**src/rtl/step_drv_pkg.sv**
```systemverilog
// Shared types and default parameters for the step_driver block and its per-axis engine.
package step_drv_pkg;

  typedef enum logic [1:0] {
    ST_IDLE  = 2'd0,
    ST_SETUP = 2'd1,
    ST_HIGH  = 2'd2,
    ST_LOW   = 2'd3
  } axis_state_e;

  localparam int DEF_FIFO_DEPTH = 8;
  localparam int DEF_STEP_HIGH  = 4;
  localparam int DEF_STEP_LOW   = 4;
  localparam int DEF_DIR_SETUP  = 2;
  localparam int DEF_POS_W      = 16;

  function automatic int max3(input int a, input int b, input int c);
    int m;
    m = (a > b) ? a : b;
    return (m > c) ? m : c;
  endfunction

endpackage

```
**src/rtl/step_axis.sv**
```systemverilog
// One stepper axis: request FIFO, STEP/DIR timing FSM and signed position counter.
module step_axis
  import step_drv_pkg::*;
#(
  parameter int FIFO_DEPTH = DEF_FIFO_DEPTH,
  parameter int STEP_HIGH  = DEF_STEP_HIGH,
  parameter int STEP_LOW   = DEF_STEP_LOW,
  parameter int DIR_SETUP  = DEF_DIR_SETUP,
  parameter int POS_W      = DEF_POS_W
) (
  input  logic                    pulse_clk,
  input  logic                    sys_rst_l,
  input  logic                    push_i,
  input  logic                    push_dir_i,
  input  logic                    clr_pos_i,
  output logic                    full_o,
  output logic                    empty_o,
  output logic                    idle_o,
  output logic                    step_o,
  output logic                    dir_o,
  output logic signed [POS_W-1:0] pos_o
);

  localparam int PTR_W = $clog2(FIFO_DEPTH);
  localparam int CNT_W = $clog2(max3(STEP_HIGH, STEP_LOW, DIR_SETUP) + 1);
  localparam logic [PTR_W:0] PTR_ONE = (PTR_W+1)'(1);
  localparam logic [CNT_W-1:0] CNT_ONE = CNT_W'(1);

  logic [FIFO_DEPTH-1:0] fifo_q;
  logic [PTR_W:0]        wr_ptr_q, rd_ptr_q;
  axis_state_e           state_q, state_d;
  logic [CNT_W-1:0]      cnt_q, cnt_d;
  logic                  dir_q, dir_d;
  logic                  step_q;
  logic [POS_W-1:0]      pos_q, pos_d;
  logic                  push_ok, pop, head_dir, enter_high;

  assign empty_o  = (wr_ptr_q == rd_ptr_q);
  assign full_o   = (wr_ptr_q[PTR_W] != rd_ptr_q[PTR_W]) &&
                    (wr_ptr_q[PTR_W-1:0] == rd_ptr_q[PTR_W-1:0]);
  assign push_ok  = push_i && !full_o;
  assign pop      = (state_q == ST_IDLE) && !empty_o;
  assign head_dir = fifo_q[rd_ptr_q[PTR_W-1:0]];

  // NOTE: storage carries no reset; emptiness is defined by the pointers alone,
  // so resetting them discards every buffered request without clearing the array.
  always_ff @(posedge pulse_clk) begin
    if (push_ok) fifo_q[wr_ptr_q[PTR_W-1:0]] <= push_dir_i;
  end

  // NOTE: every always_comb output gets a default first so no path can infer a latch.
  always_comb begin
    state_d = state_q;
    cnt_d   = cnt_q;
    dir_d   = dir_q;
    unique case (state_q)
      ST_IDLE: begin
        if (!empty_o) begin
          if (head_dir == dir_q) begin
            state_d = ST_HIGH;
            cnt_d   = CNT_W'(STEP_HIGH - 1);
          end else begin
            dir_d   = head_dir;
            state_d = ST_SETUP;
            cnt_d   = CNT_W'(DIR_SETUP - 1);
          end
        end
      end
      ST_SETUP: begin
        if (cnt_q == '0) begin
          state_d = ST_HIGH;
          cnt_d   = CNT_W'(STEP_HIGH - 1);
        end else begin
          cnt_d = cnt_q - CNT_ONE;
        end
      end
      ST_HIGH: begin
        if (cnt_q == '0) begin
          state_d = ST_LOW;
          cnt_d   = CNT_W'(STEP_LOW - 1);
        end else begin
          cnt_d = cnt_q - CNT_ONE;
        end
      end
      ST_LOW: begin
        if (cnt_q == '0) state_d = ST_IDLE;
        else             cnt_d   = cnt_q - CNT_ONE;
      end
      default: state_d = ST_IDLE;
    endcase
  end

  // dir_q is already the pulse direction whenever HIGH is entered.
  assign enter_high = (state_d == ST_HIGH) && (state_q != ST_HIGH);

  always_comb begin
    pos_d = pos_q;
    if (clr_pos_i)       pos_d = '0;
    else if (enter_high) pos_d = pos_q + (dir_q ? POS_W'(1) : {POS_W{1'b1}});
  end

  // NOTE: sequential state uses non-blocking assignments so all registers update together.
  always_ff @(posedge pulse_clk or negedge sys_rst_l) begin
    if (!sys_rst_l) begin
      wr_ptr_q <= '0;
      rd_ptr_q <= '0;
      state_q  <= ST_IDLE;
      cnt_q    <= '0;
      dir_q    <= 1'b0;
      step_q   <= 1'b0;
      pos_q    <= '0;
    end else begin
      if (push_ok) wr_ptr_q <= wr_ptr_q + PTR_ONE;
      if (pop)     rd_ptr_q <= rd_ptr_q + PTR_ONE;
      state_q <= state_d;
      cnt_q   <= cnt_d;
      dir_q   <= dir_d;
      step_q  <= (state_d == ST_HIGH);
      pos_q   <= pos_d;
    end
  end

  assign idle_o = (state_q == ST_IDLE);
  assign step_o = step_q;
  assign dir_o  = dir_q;
  assign pos_o  = pos_q;

endmodule

```
**src/rtl/step_driver.sv**
```systemverilog
// Turns interpolator acc/dec pulses into buffered STEP/DIR waveforms for two axes,
// with sticky error flags, a busy indicator and a registered completion pulse.
module step_driver
  import step_drv_pkg::*;
#(
  parameter int FIFO_DEPTH = DEF_FIFO_DEPTH,
  parameter int STEP_HIGH  = DEF_STEP_HIGH,
  parameter int STEP_LOW   = DEF_STEP_LOW,
  parameter int DIR_SETUP  = DEF_DIR_SETUP,
  parameter int POS_W      = DEF_POS_W
) (
  input  logic                    pulse_clk,
  input  logic                    sys_rst_l,
  input  logic                    X_acc,
  input  logic                    X_dec,
  input  logic                    Y_acc,
  input  logic                    Y_dec,
  input  logic                    draw_overH,
  input  logic                    clr_pos,
  output logic                    X_step,
  output logic                    Y_step,
  output logic                    X_dir,
  output logic                    Y_dir,
  output logic signed [POS_W-1:0] X_pos,
  output logic signed [POS_W-1:0] Y_pos,
  output logic                    fifo_ovf,
  output logic                    cmd_err,
  output logic                    busy,
  output logic                    motion_done
);

  logic x_push, y_push, x_conflict, y_conflict;
  logic x_full, y_full, x_empty, y_empty, x_idle, y_idle;
  logic ovf_q, ovf_d, err_q, err_d;
  logic busy_q, busy_d, pending_q, pending_d, done_q, done_d;

  // Opposing requests on one axis cancel: nothing is queued and the conflict is flagged.
  assign x_push     = X_acc ^ X_dec;
  assign y_push     = Y_acc ^ Y_dec;
  assign x_conflict = X_acc & X_dec;
  assign y_conflict = Y_acc & Y_dec;

  step_axis #(
    .FIFO_DEPTH(FIFO_DEPTH), .STEP_HIGH(STEP_HIGH), .STEP_LOW(STEP_LOW),
    .DIR_SETUP(DIR_SETUP), .POS_W(POS_W)
  ) u_x_axis (
    .pulse_clk (pulse_clk), .sys_rst_l(sys_rst_l),
    .push_i    (x_push),    .push_dir_i(X_acc), .clr_pos_i(clr_pos),
    .full_o    (x_full),    .empty_o(x_empty),  .idle_o(x_idle),
    .step_o    (X_step),    .dir_o(X_dir),      .pos_o(X_pos)
  );

  step_axis #(
    .FIFO_DEPTH(FIFO_DEPTH), .STEP_HIGH(STEP_HIGH), .STEP_LOW(STEP_LOW),
    .DIR_SETUP(DIR_SETUP), .POS_W(POS_W)
  ) u_y_axis (
    .pulse_clk (pulse_clk), .sys_rst_l(sys_rst_l),
    .push_i    (y_push),    .push_dir_i(Y_acc), .clr_pos_i(clr_pos),
    .full_o    (y_full),    .empty_o(y_empty),  .idle_o(y_idle),
    .step_o    (Y_step),    .dir_o(Y_dir),      .pos_o(Y_pos)
  );

  always_comb begin
    ovf_d = ovf_q | (x_push & x_full) | (y_push & y_full);
    err_d = err_q | x_conflict | y_conflict;
    if (clr_pos) begin
      ovf_d = 1'b0;
      err_d = 1'b0;
    end
    busy_d    = !x_empty || !y_empty || !x_idle || !y_idle;
    done_d    = pending_q && !busy_d;
    // Completion consumes the pending flag even if draw_overH is re-asserted.
    pending_d = done_d ? 1'b0 : (pending_q | draw_overH);
  end

  always_ff @(posedge pulse_clk or negedge sys_rst_l) begin
    if (!sys_rst_l) begin
      ovf_q     <= 1'b0;
      err_q     <= 1'b0;
      busy_q    <= 1'b0;
      pending_q <= 1'b0;
      done_q    <= 1'b0;
    end else begin
      ovf_q     <= ovf_d;
      err_q     <= err_d;
      busy_q    <= busy_d;
      pending_q <= pending_d;
      done_q    <= done_d;
    end
  end

  assign fifo_ovf    = ovf_q;
  assign cmd_err     = err_q;
  assign busy        = busy_q;
  assign motion_done = done_q;

endmodule

```
**config.mk**
```make
export PLATFORM = sky130hd
export DESIGN_NAME = step_driver
export DESIGN_NICKNAME = d
export VERILOG_FILES = /design/src/rtl/step_drv_pkg.sv /design/src/rtl/step_axis.sv /design/src/rtl/step_driver.sv
export SDC_FILE = /design/constraint.sdc
export NUM_CORES = 1
export LEC_CHECK = 0
export BUFFER_PORTS_ARGS = -buffer_cell sky130_fd_sc_hd__buf_2
export CAP_MARGIN = 0
export CELL_PAD_IN_SITES_DETAIL_PLACEMENT = 1
export CELL_PAD_IN_SITES_GLOBAL_PLACEMENT = 1
export CORE_MARGIN = 5
export CORE_UTILIZATION = 45
export DETAILED_ROUTE_END_ITERATION = 16
export PLACE_DENSITY_LB_ADDON = 0.2
export REMOVE_ABC_BUFFERS = 1
export SYNTH_ARGS = -nofsm -noshare
export SYNTH_HDL_FRONTEND = slang
export SYNTH_SLANG_ARGS = --single-unit
```
**constraint.sdc**
```tcl
create_clock -name pulse_clk -period 4.15 [get_ports pulse_clk]
set_clock_uncertainty 0.2 [all_clocks]
set_input_delay 0.415 -clock pulse_clk [delete_from_list [all_inputs] [get_ports pulse_clk]]
set_output_delay 0.415 -clock pulse_clk [all_outputs]
set_load 0.005 [all_outputs]
```
Yosys cells after proc, flatten, opt, wreduce, memory -nomap -nowiden --
Index checks and enable logic that the tools add are counted.
Operators by class: add/subtract/negate cells 8, magnitude comparators 6, eq/ne operators 22, multiplexer cells 41, bitwise gates (word level) 15, reductions and logical operators 33
Operators by type and width (count):
- $mux 16 | 6
- $add 16x16->16 | 2
- $mux 2 | 12
- $mux 3 | 6
- $pmux 3 s3 | 2
- $add 4x1->4 const B | 4
- $bwmux 8 | 2
- $lt 3x4->1 const B | 4
- $pmux 2 s4 | 2
- $eq 2x2->1 const B | 6
- $ne 2x2->1 const B | 6
- $logic_and 1x1->1 | 11
- $eq 4x4->1 | 2
- $logic_not 1->1 | 7
- $mux 1 | 7
- $bmux 1 s3 | 2
- $demux 1 s3 | 2
- $eq 3x3->1 | 2
- $ge 3x1->1 const B | 2
- $logic_not 3->1 | 2
- $reduce_and 3->1 | 2
- $sub 3x1->3 const B | 2
- $or 1x1->1 | 5
- $and 1x1->1 | 4
- 10 further kinds | 23
Word-level totals: register bits 83, word-level logic and storage cells 146

Depth between registers and ports, before layout --
Gate-level depths: netlist (run 1).
depth after elaboration 10, mapped depth 11, depth with buffers taken out 9

Modules after synthesis --
Synthesis (run 1) repeated with hierarchy kept, for this count alone.
Second synthesis, totals: cell total of the unflattened synthesis 545, area, all modules 5466.5 µm²
By module, submodules not included:
- step_axis (u_y_axis) | times used 1, cells each 277, area an instance 2713.9 µm², seq. area each 1016.0 µm²
- step_axis (u_x_axis) | times used 1, cells each 253, area an instance 2546.2 µm², seq. area each 1016.0 µm²
- step_driver | times used 1, cells each 15, area an instance 206.4 µm², seq. area each 125.1 µm²

Least setup slack after synthesis (run 1) --
Ideal clock, no wire load.
path type register to register, start reg u_y_axis.dir_q, in the netlist u_y_axis.dir_o, end reg u_y_axis.pos_q[15], in the netlist u_y_axis.pos_o[15], setup time 0.128 ns, arrival 2.880 ns, data required time 3.822 ns, slack 0.942 ns, stages on the path, launching flop included 11, buffers on the path 1, period minus slack after synthesis 3.208 ns, cell sequence dfrtp_1 > clkbuf_1 > inv_1 > ha_1 > a21oi_1 > nand2_1 > a41oi_1 > a21oi_1 > or4_1 > a311oi_1 > mux2_1
Between the ends: cells in the longest elaborated chain, start to end 7, elaborated cells between the ends (all ways) 11
Ends and longest elaborated chain:
- start, declared | line step_axis.sv:33 | logic dir_q, dir_d;
- start signal, assigned | line step_axis.sv:117 | dir_q <= dir_d;
- parallel branches: the longest is 7 deep, another holds $add 16x16->16
- end signal, assigned | line step_axis.sv:119 | pos_q <= pos_d;
- end, declared | line step_axis.sv:35 | logic [POS_W-1:0] pos_q, pos_d;
Parallel ways; which one is timed is not known. The select of a mux whose other input is x is not followed. A chain may end at the register's enable or synchronous reset.

Worst setup path after layout (run 1) --
Same ends and word-level chain as after synthesis.

==> results of run 1 <==
[cells by family after synthesis]
family	count (synthesis)	share of synthesized area
adders and majority gates	50	0.119
AOI/OAI and AO/OA	117	0.145
buffers and inverters	41	0.0350
xor gates and xnor gates	45	0.0734
DFF	83	0.402
muxes	30	0.0685
and+or+nand+nor	179	0.157
[metal layers]
layer  vias to the layer above  global-route usage
li1                       2048                   -
met1                      2071               0.244
met2                        48               0.315
met3                        12              0.0271
met4                         0              0.0637
met5                         -                   0
[power breakdown]
group          internal [mW]  total [mW]  switching, mW
clock network          0.527       0.846          0.319
registers               1.11        1.41          0.293
logic                   1.51        3.42           1.91
[worst max path at each step]
stage	from	to	slack [ns]	cells after the start
final	u_y_axis.dir_o	u_y_axis.pos_o[15]	0.51	9
after global routing	u_y_axis.dir_o	u_y_axis.pos_o[14]	0.29	8
after CTS	u_y_axis.dir_o	u_y_axis.pos_o[15]	0.51	9
after detailed placement	u_y_axis.dir_o	u_y_axis.pos_o[14]	0.57	8
after global placement	u_y_axis.dir_o	u_y_axis.pos_o[15]	0.73	9
after floorplan	u_x_axis.rd_ptr_q[0]	u_x_axis.pos_o[10]	0.93	7
[stage by stage]
step	cell area, µm²	hold WS [ns]	setup WS (ns)
detailed placement	5720	0.275	0.569
global route	6020	0.0462	0.293
CTS	6020	0.00282	0.511
global placement	5720	0.272	0.730
floorplan	5270	-0.0806	0.930
finish	6020	-0.0341	0.513
[cell type report]
| type | instances | area (µm²) | area share |
|---|---|---|---|
| clock buffer | 13 | 240 | 0.0399 |
| timing repair buffer | 50 | 258 | 0.0428 |
| multi-input combinational | 421 | 3030 | 0.503 |
| tap | 147 | 184 | 0.0305 |
| clock inverter | 3 | 63.8 | 0.0106 |
| inverter | 24 | 90.1 | 0.0150 |
| sequential | 83 | 2160 | 0.358 |
[state kept, by name (all words and copies together) (netlist names), 2 cells and up]
signal / cells
u_y_axis.cnt_q: 3
u_x_axis.fifo_q: 8
u_y_axis.pos_o: 16
u_x_axis.pos_o: 16
u_x_axis.rd_ptr_q: 4
u_x_axis.cnt_q: 3
u_y_axis.rd_ptr_q: 4
u_x_axis.wr_ptr_q: 4
u_y_axis.wr_ptr_q: 4
u_y_axis.state_q: 2
u_x_axis.state_q: 2
u_y_axis.fifo_q: 8
[cells in the final DEF (no fill, tap or decap), types with 3 or more instances in the layout]
cell / Yosys / final
sky130_fd_sc_hd__a211oi_1: 12 / 12
sky130_fd_sc_hd__a21o_1: 7 / 7
sky130_fd_sc_hd__a21oi_1: 30 / 30
sky130_fd_sc_hd__a311oi_1: 4 / 4
sky130_fd_sc_hd__a31oi_1: 5 / 5
sky130_fd_sc_hd__and3_1: 4 / 4
sky130_fd_sc_hd__buf_2: 2 / 47
sky130_fd_sc_hd__buf_4: 0 / 3
sky130_fd_sc_hd__clkbuf_1: 10 / 4
sky130_fd_sc_hd__clkbuf_16: 0 / 9
sky130_fd_sc_hd__dfrtp_1: 67 / 67
sky130_fd_sc_hd__edfxtp_1: 16 / 16
sky130_fd_sc_hd__ha_1: 48 / 48
sky130_fd_sc_hd__inv_1: 24 / 24
sky130_fd_sc_hd__mux2i_1: 21 / 21
sky130_fd_sc_hd__mux4_2: 4 / 4
sky130_fd_sc_hd__nand2_1: 35 / 35
sky130_fd_sc_hd__nand2b_1: 9 / 9
sky130_fd_sc_hd__nand3_1: 12 / 12
sky130_fd_sc_hd__nand4_1: 5 / 5
sky130_fd_sc_hd__nor2_1: 74 / 74
sky130_fd_sc_hd__nor2b_1: 8 / 8
sky130_fd_sc_hd__nor3_1: 14 / 14
sky130_fd_sc_hd__o211ai_1: 4 / 4
sky130_fd_sc_hd__o21a_1: 5 / 5
sky130_fd_sc_hd__o21ai_0: 22 / 22
sky130_fd_sc_hd__o21ai_1: 5 / 5
sky130_fd_sc_hd__xnor2_1: 34 / 34
sky130_fd_sc_hd__xor2_1: 11 / 11
==> impl_metrics.toml, run 1 <==
[setup_path]
timing.critical_path.fanout_max = 16
worst-endpoint-arrival_ns = 3.66
worstSetupStartpointType = "flip-flop"
worst_path_most_repeated_cell = "sky130_fd_sc_hd__a21oi_1"
crit_path_cell_chain = "inv_1 > ha_1 > a21oi_1 > nand2_1 > a41oi_1 > a21oi_1 > or4_1 > a311oi_1 > mux2_1"
timing.critical_path.max_delay_family = "compound AO/OA/AOI/OAI gates"
timing.rr.start = "u_y_axis.dir_o"
critical_path.reg2reg.endpoint = "u_y_axis.pos_o[15]"
reg2reg_depth = 9
r2r_slack_ns = 0.51
worst_path_largest_cell_delay_ns = 0.53
critical_path.slowest_cell = "sky130_fd_sc_hd__inv_1"
critical_path_end_type = "flip-flop"
worstPathRequired_ns = 4.17
crit_path_buf_inv_count = 1
timing.setup.critical_path_class = "flip-flop to flip-flop"

[clocking]
cts_repair_resize_count = 0
clock_tree.root_cell = "sky130_fd_sc_hd__clkbuf_16"
tritoncts_clock_tree = "done"
post_cts.repair.setup_buffers = 0
htree_num_levels = 3
cts_inserted_buffers = 9
cts.sinks = 83
clock_latency_ns = 0.34
clk_pin_slew_ns = 0.06
cts_hold_repair.buffers = 0
cts.path.max_buffers = 2

[logic_synthesis]
dominantRegCellSynth = "sky130_fd_sc_hd__dfrtp_1"
netlist_instances = 545
dominant_cell_by_count_in_the_synthesized_netlist = "sky130_fd_sc_hd__nor2_1"
share_of_the_synthesized_area_in_the_top_cell_type = 0.312
synth-edff-count = 16
synth_commonest_cells = "sky130_fd_sc_hd__nor2_1 (74), sky130_fd_sc_hd__dfrtp_1 (67), sky130_fd_sc_hd__ha_1 (48), sky130_fd_sc_hd__nand2_1 (35), sky130_fd_sc_hd__xnor2_1 (34)"
ys_seq_area_frac = 0.402
synthArstFlopShare = 0.807
synth_area_per_cell_um2 = 9.85
synth_warnings = 0
postSynthRegisterBits = 83
synth.area.top_cells = "sky130_fd_sc_hd__dfrtp_1 (31%), sky130_fd_sc_hd__ha_1 (11%), sky130_fd_sc_hd__edfxtp_1 (8.9%), sky130_fd_sc_hd__xnor2_1 (5.5%), sky130_fd_sc_hd__nor2_1 (5.2%)"
synth_top_area_cell = "sky130_fd_sc_hd__dfrtp_1"
syn_std_cell_area_um2 = 5370
synth.distinct_cells = 63

[route]
drt-total-wl_um = 12500
drt-initial-drc-count = 206
top_layer_used = "met4"
total_met3_wirelength_after_detailed_routing_um = 301
routed_wire_length_per_instance_um = 16.8
route.vias.total = 4179
route.layer.met1.wl_um = 5930
remaining_drc_errors = 0
met2_routed_wl_um = 6050
drt_pre_antenna_iters = 4
number_of_antenna_violating_nets_in_the_routed_design = 0
vias_per_cell = 5.64

[final_layout]
insertedDiodeCount = 0
fin_util = 0.508
fillerInstances = 1379
post_route_cells_drive_above_1_share = 0.130
number_of_cells_in_the_finished_layout_apart_from_fillers = 741
layout.nets = 647
layout-area-overhead-vs-synth_pct = 12.2

[global_routing]
first_pass_grt_wire_length_um = 21800
grt_max_degree = 40
global_route.overflow_total = 0
number_of_antenna_violations_at_the_first_check_in_global_routing = 0
vias_in_the_first_global_route = 4515
grt_util_all_layers = 0.186

[power]
max-vdd-ir-drop_mv = 0.300
power.leakage_nw = 2.74
power_density_nw_per_um2 = 941
totalPowerFinal_mw = 5.67

[timing]
period_share = 0.876
rsz0062_at_grt = "no"
setup_total_negative_slack_ns = 0
hold_ws_ns = -0.0341
setup-violations-final = 0
report.final.hold_viol_count = 33
number_of_max_slew_violations_in_the_final_report = 0
maxSlewHeadroom = 0.438
worst_slew_pin_slew_ns = 0.844
final.min_clock_period_ns = 3.64
achievable-frequency_ghz = 0.275

[placement]
dpl.hpwl_um = 9010
place.gp.congestion = 0.840
place_inst = 725
io_buffers = 47

[die]
floorplan.initialDensity = 0.453
die_h_um = 119
core-area_um2 = 11900
core.rowCount = 40
design.die.area_um2 = 14200
io_pins = 48
die_w_um = 119

[run_status]
outcome = "finished, violations left"
violations = "hold timing"

[flow_run]
max-cap-violations = 0

[hold_path]
min-delay-path-class = "input port to async pin"
No activity file was read; power rests on OpenSTA's default activity.
==> run 2: changes to the inputs <==
--- a/config.mk
+++ b/config.mk
@@ -13,6 +13,7 @@
 export CORE_UTILIZATION = 45
 export DETAILED_ROUTE_END_ITERATION = 16
 export PLACE_DENSITY_LB_ADDON = 0.2
+export RECOVER_POWER = 25
 export REMOVE_ABC_BUFFERS = 1
 export SYNTH_ARGS = -nofsm -noshare
 export SYNTH_HDL_FRONTEND = slang
==> impl_metrics.toml, run 2 (synthesis results as in run 1) <==
[run_status]
outcome = "finished, violations left"
violations = "capacitance limit, slew limit"

[setup_path]
timing.critical_path.fanout_max = 16
critical_path_end_type = "flip-flop"
timing.setup.critical_path_class = "flip-flop to flip-flop"
worstSetupStartpointType = "flip-flop"
worstPathRequired_ns = 4.16
worst-endpoint-arrival_ns = 3.65
reg2reg_depth = 8
critical_path.reg2reg.endpoint = "u_y_axis.pos_o[14]"
r2r_slack_ns = 0.51
timing.rr.start = "u_y_axis.dir_o"

[final_layout]
insertedDiodeCount = 0
final_common_cell = "sky130_fd_sc_hd__nor2_1"
post_route_cells_drive_above_1_share = 0.123
number_of_cells_in_the_finished_layout_apart_from_fillers = 741
layout-area-overhead-vs-synth_pct = 12.1
layout.nets = 647
mostFrequentLayoutCells = "sky130_fd_sc_hd__nor2_1 (74), sky130_fd_sc_hd__dfrtp_1 (67), sky130_fd_sc_hd__ha_1 (48), sky130_fd_sc_hd__buf_2 (43), sky130_fd_sc_hd__nand2_1 (35)"

[clocking]
post_cts.repair.setup_buffers = 0
htree_num_levels = 3
cts.sinks = 83
cts.path.max_buffers = 2
tritoncts_clock_tree = "done"
cts_inserted_buffers = 9
clock_latency_ns = 0.34
cts_repair_resize_count = 0
clock_tree.root_cell = "sky130_fd_sc_hd__clkbuf_16"
cts_hold_repair.buffers = 0
clk_pin_slew_ns = 0.06

[power]
max-vdd-ir-drop_mv = 0.300
power_density_nw_per_um2 = 942
p_int_mw = 3.15
proportion_of_total_power_due_to_net_switching = 0.445
power.share.combinational = 0.602
share_clk_of_total_power = 0.149
net-switching-power_mw = 2.52
power.leakage_nw = 2.73
share_of_power_burned_in_registers = 0.248

[route]
remaining_drc_errors = 0
drt_pre_antenna_iters = 4
route.vias.total = 4179
drt-initial-drc-count = 206
drt-total-wl_um = 12500
number_of_antenna_violating_nets_in_the_routed_design = 0
routed_wire_length_per_instance_um = 16.8
vias_per_cell = 5.64

[die]
design.die.area_um2 = 14200
floorplan.initialDensity = 0.453
io_pins = 48
die_w_um = 119
core-area_um2 = 11900
die_h_um = 119
core.rowCount = 40

[timing]
setup_ws_ns = 0.505
number_of_max_slew_violations_in_the_final_report = 75
rsz0062_at_grt = "no"
final.min_clock_period_ns = 3.64
achievable-frequency_ghz = 0.274
setup_total_negative_slack_ns = 0
maxSlewHeadroom = -0.341
period_share = 0.878
worst_slew_pin_slew_ns = 2.01
setup-violations-final = 0
report.final.hold_viol_count = 0

[global_routing]
global_route.overflow_total = 0
vias_in_the_first_global_route = 4515
first_pass_grt_wire_length_um = 21800
number_of_antenna_violations_at_the_first_check_in_global_routing = 0
grt_util_all_layers = 0.186
grt_max_degree = 40

[hold_path]
min-delay-path-class = "input port to flip-flop"
hold_path_end = "pending_q"
hold_path_depth = 3
holdCritStartpoint = "draw_overH"

[placement]
preCtsSetupSlack_ns = 0.569
place.gp.congestion = 0.840
place_inst = 725
io_buffers = 47
dpl.hpwl_um = 9010

[flow_run]
max-cap-violations = 2
run 2: changes by cell type in the layout (fill, tap and decap cells not counted), sizes merged:
cell,change
clkbuf,+4
buf,-4
run 2: final cells by class:
cell class | instances | area [µm²]
Clock buffer | 13 | 240
Clock inverter | 3 | 63.8
Fill cell | 1376 | 5840
Inverter | 24 | 90.1
Multi-Input combinational cell | 421 | 3030
Sequential cell | 83 | 2160
Tap cell | 147 | 184
Timing Repair Buffer | 50 | 253
run 2: how the worst max path moves through the flow:
stage | startpoint | to | slack (ns) | depth (start not counted)
CTS | u_y_axis.dir_o | u_y_axis.pos_o[15] | 0.51 | 9
detailed placement | u_y_axis.dir_o | u_y_axis.pos_o[14] | 0.57 | 8
global route | u_y_axis.dir_o | u_y_axis.pos_o[14] | 0.27 | 8
floorplan | u_x_axis.rd_ptr_q[0] | u_x_axis.pos_o[10] | 0.93 | 7
global placement | u_y_axis.dir_o | u_y_axis.pos_o[15] | 0.73 | 9
finish | u_y_axis.dir_o | u_y_axis.pos_o[14] | 0.51 | 8
run 2: stage by stage:
stage	power (mW)	util	area [µm²]	hold slack (ns)
final	5.67	0.507	6020	0.122
after global routing	6.20	0.507	6020	0.144
after CTS	5.73	0.508	6020	0.00282
after detailed placement	4.84	0.482	5720	0.275
after global placement	4.66	0.482	5720	0.272
after floorplan	3.98	-	5270	-0.0806
run 2: worst max-delay path, cell delays in order, from the launching register on:
cell,delay [ns]
sky130_fd_sc_hd__dfrtp_1,0.48
sky130_fd_sc_hd__inv_1,0.37
sky130_fd_sc_hd__fa_1,0.56
sky130_fd_sc_hd__a21o_1,0.21
sky130_fd_sc_hd__a211oi_1,0.40
sky130_fd_sc_hd__o2111ai_1,0.24
sky130_fd_sc_hd__a311oi_1,0.57
sky130_fd_sc_hd__a31oi_1,0.16
sky130_fd_sc_hd__a311oi_1,0.32
run 2: power groups by stage:
stage / Sequential [mW] / Clock, mW / Combinational [mW]
5_1_grt: 1.46 / 0.903 / 3.84
6_report: 1.41 / 0.846 / 3.42
3_5_place_dp: 1.42 / 0 / 3.42
4_1_cts: 1.41 / 0.870 / 3.45
3_3_place_gp: 1.40 / 0 / 3.26
2_1_floorplan: 1.36 / 0 / 2.62
run 2: per-layer routing:
metal,vias to the layer above,wire (µm),global-route usage
li1,2048,-,-
met1,2071,5930,0.244
met2,48,6050,0.315
met3,12,301,0.0271
met4,0,185,0.0637
met5,-,0,0
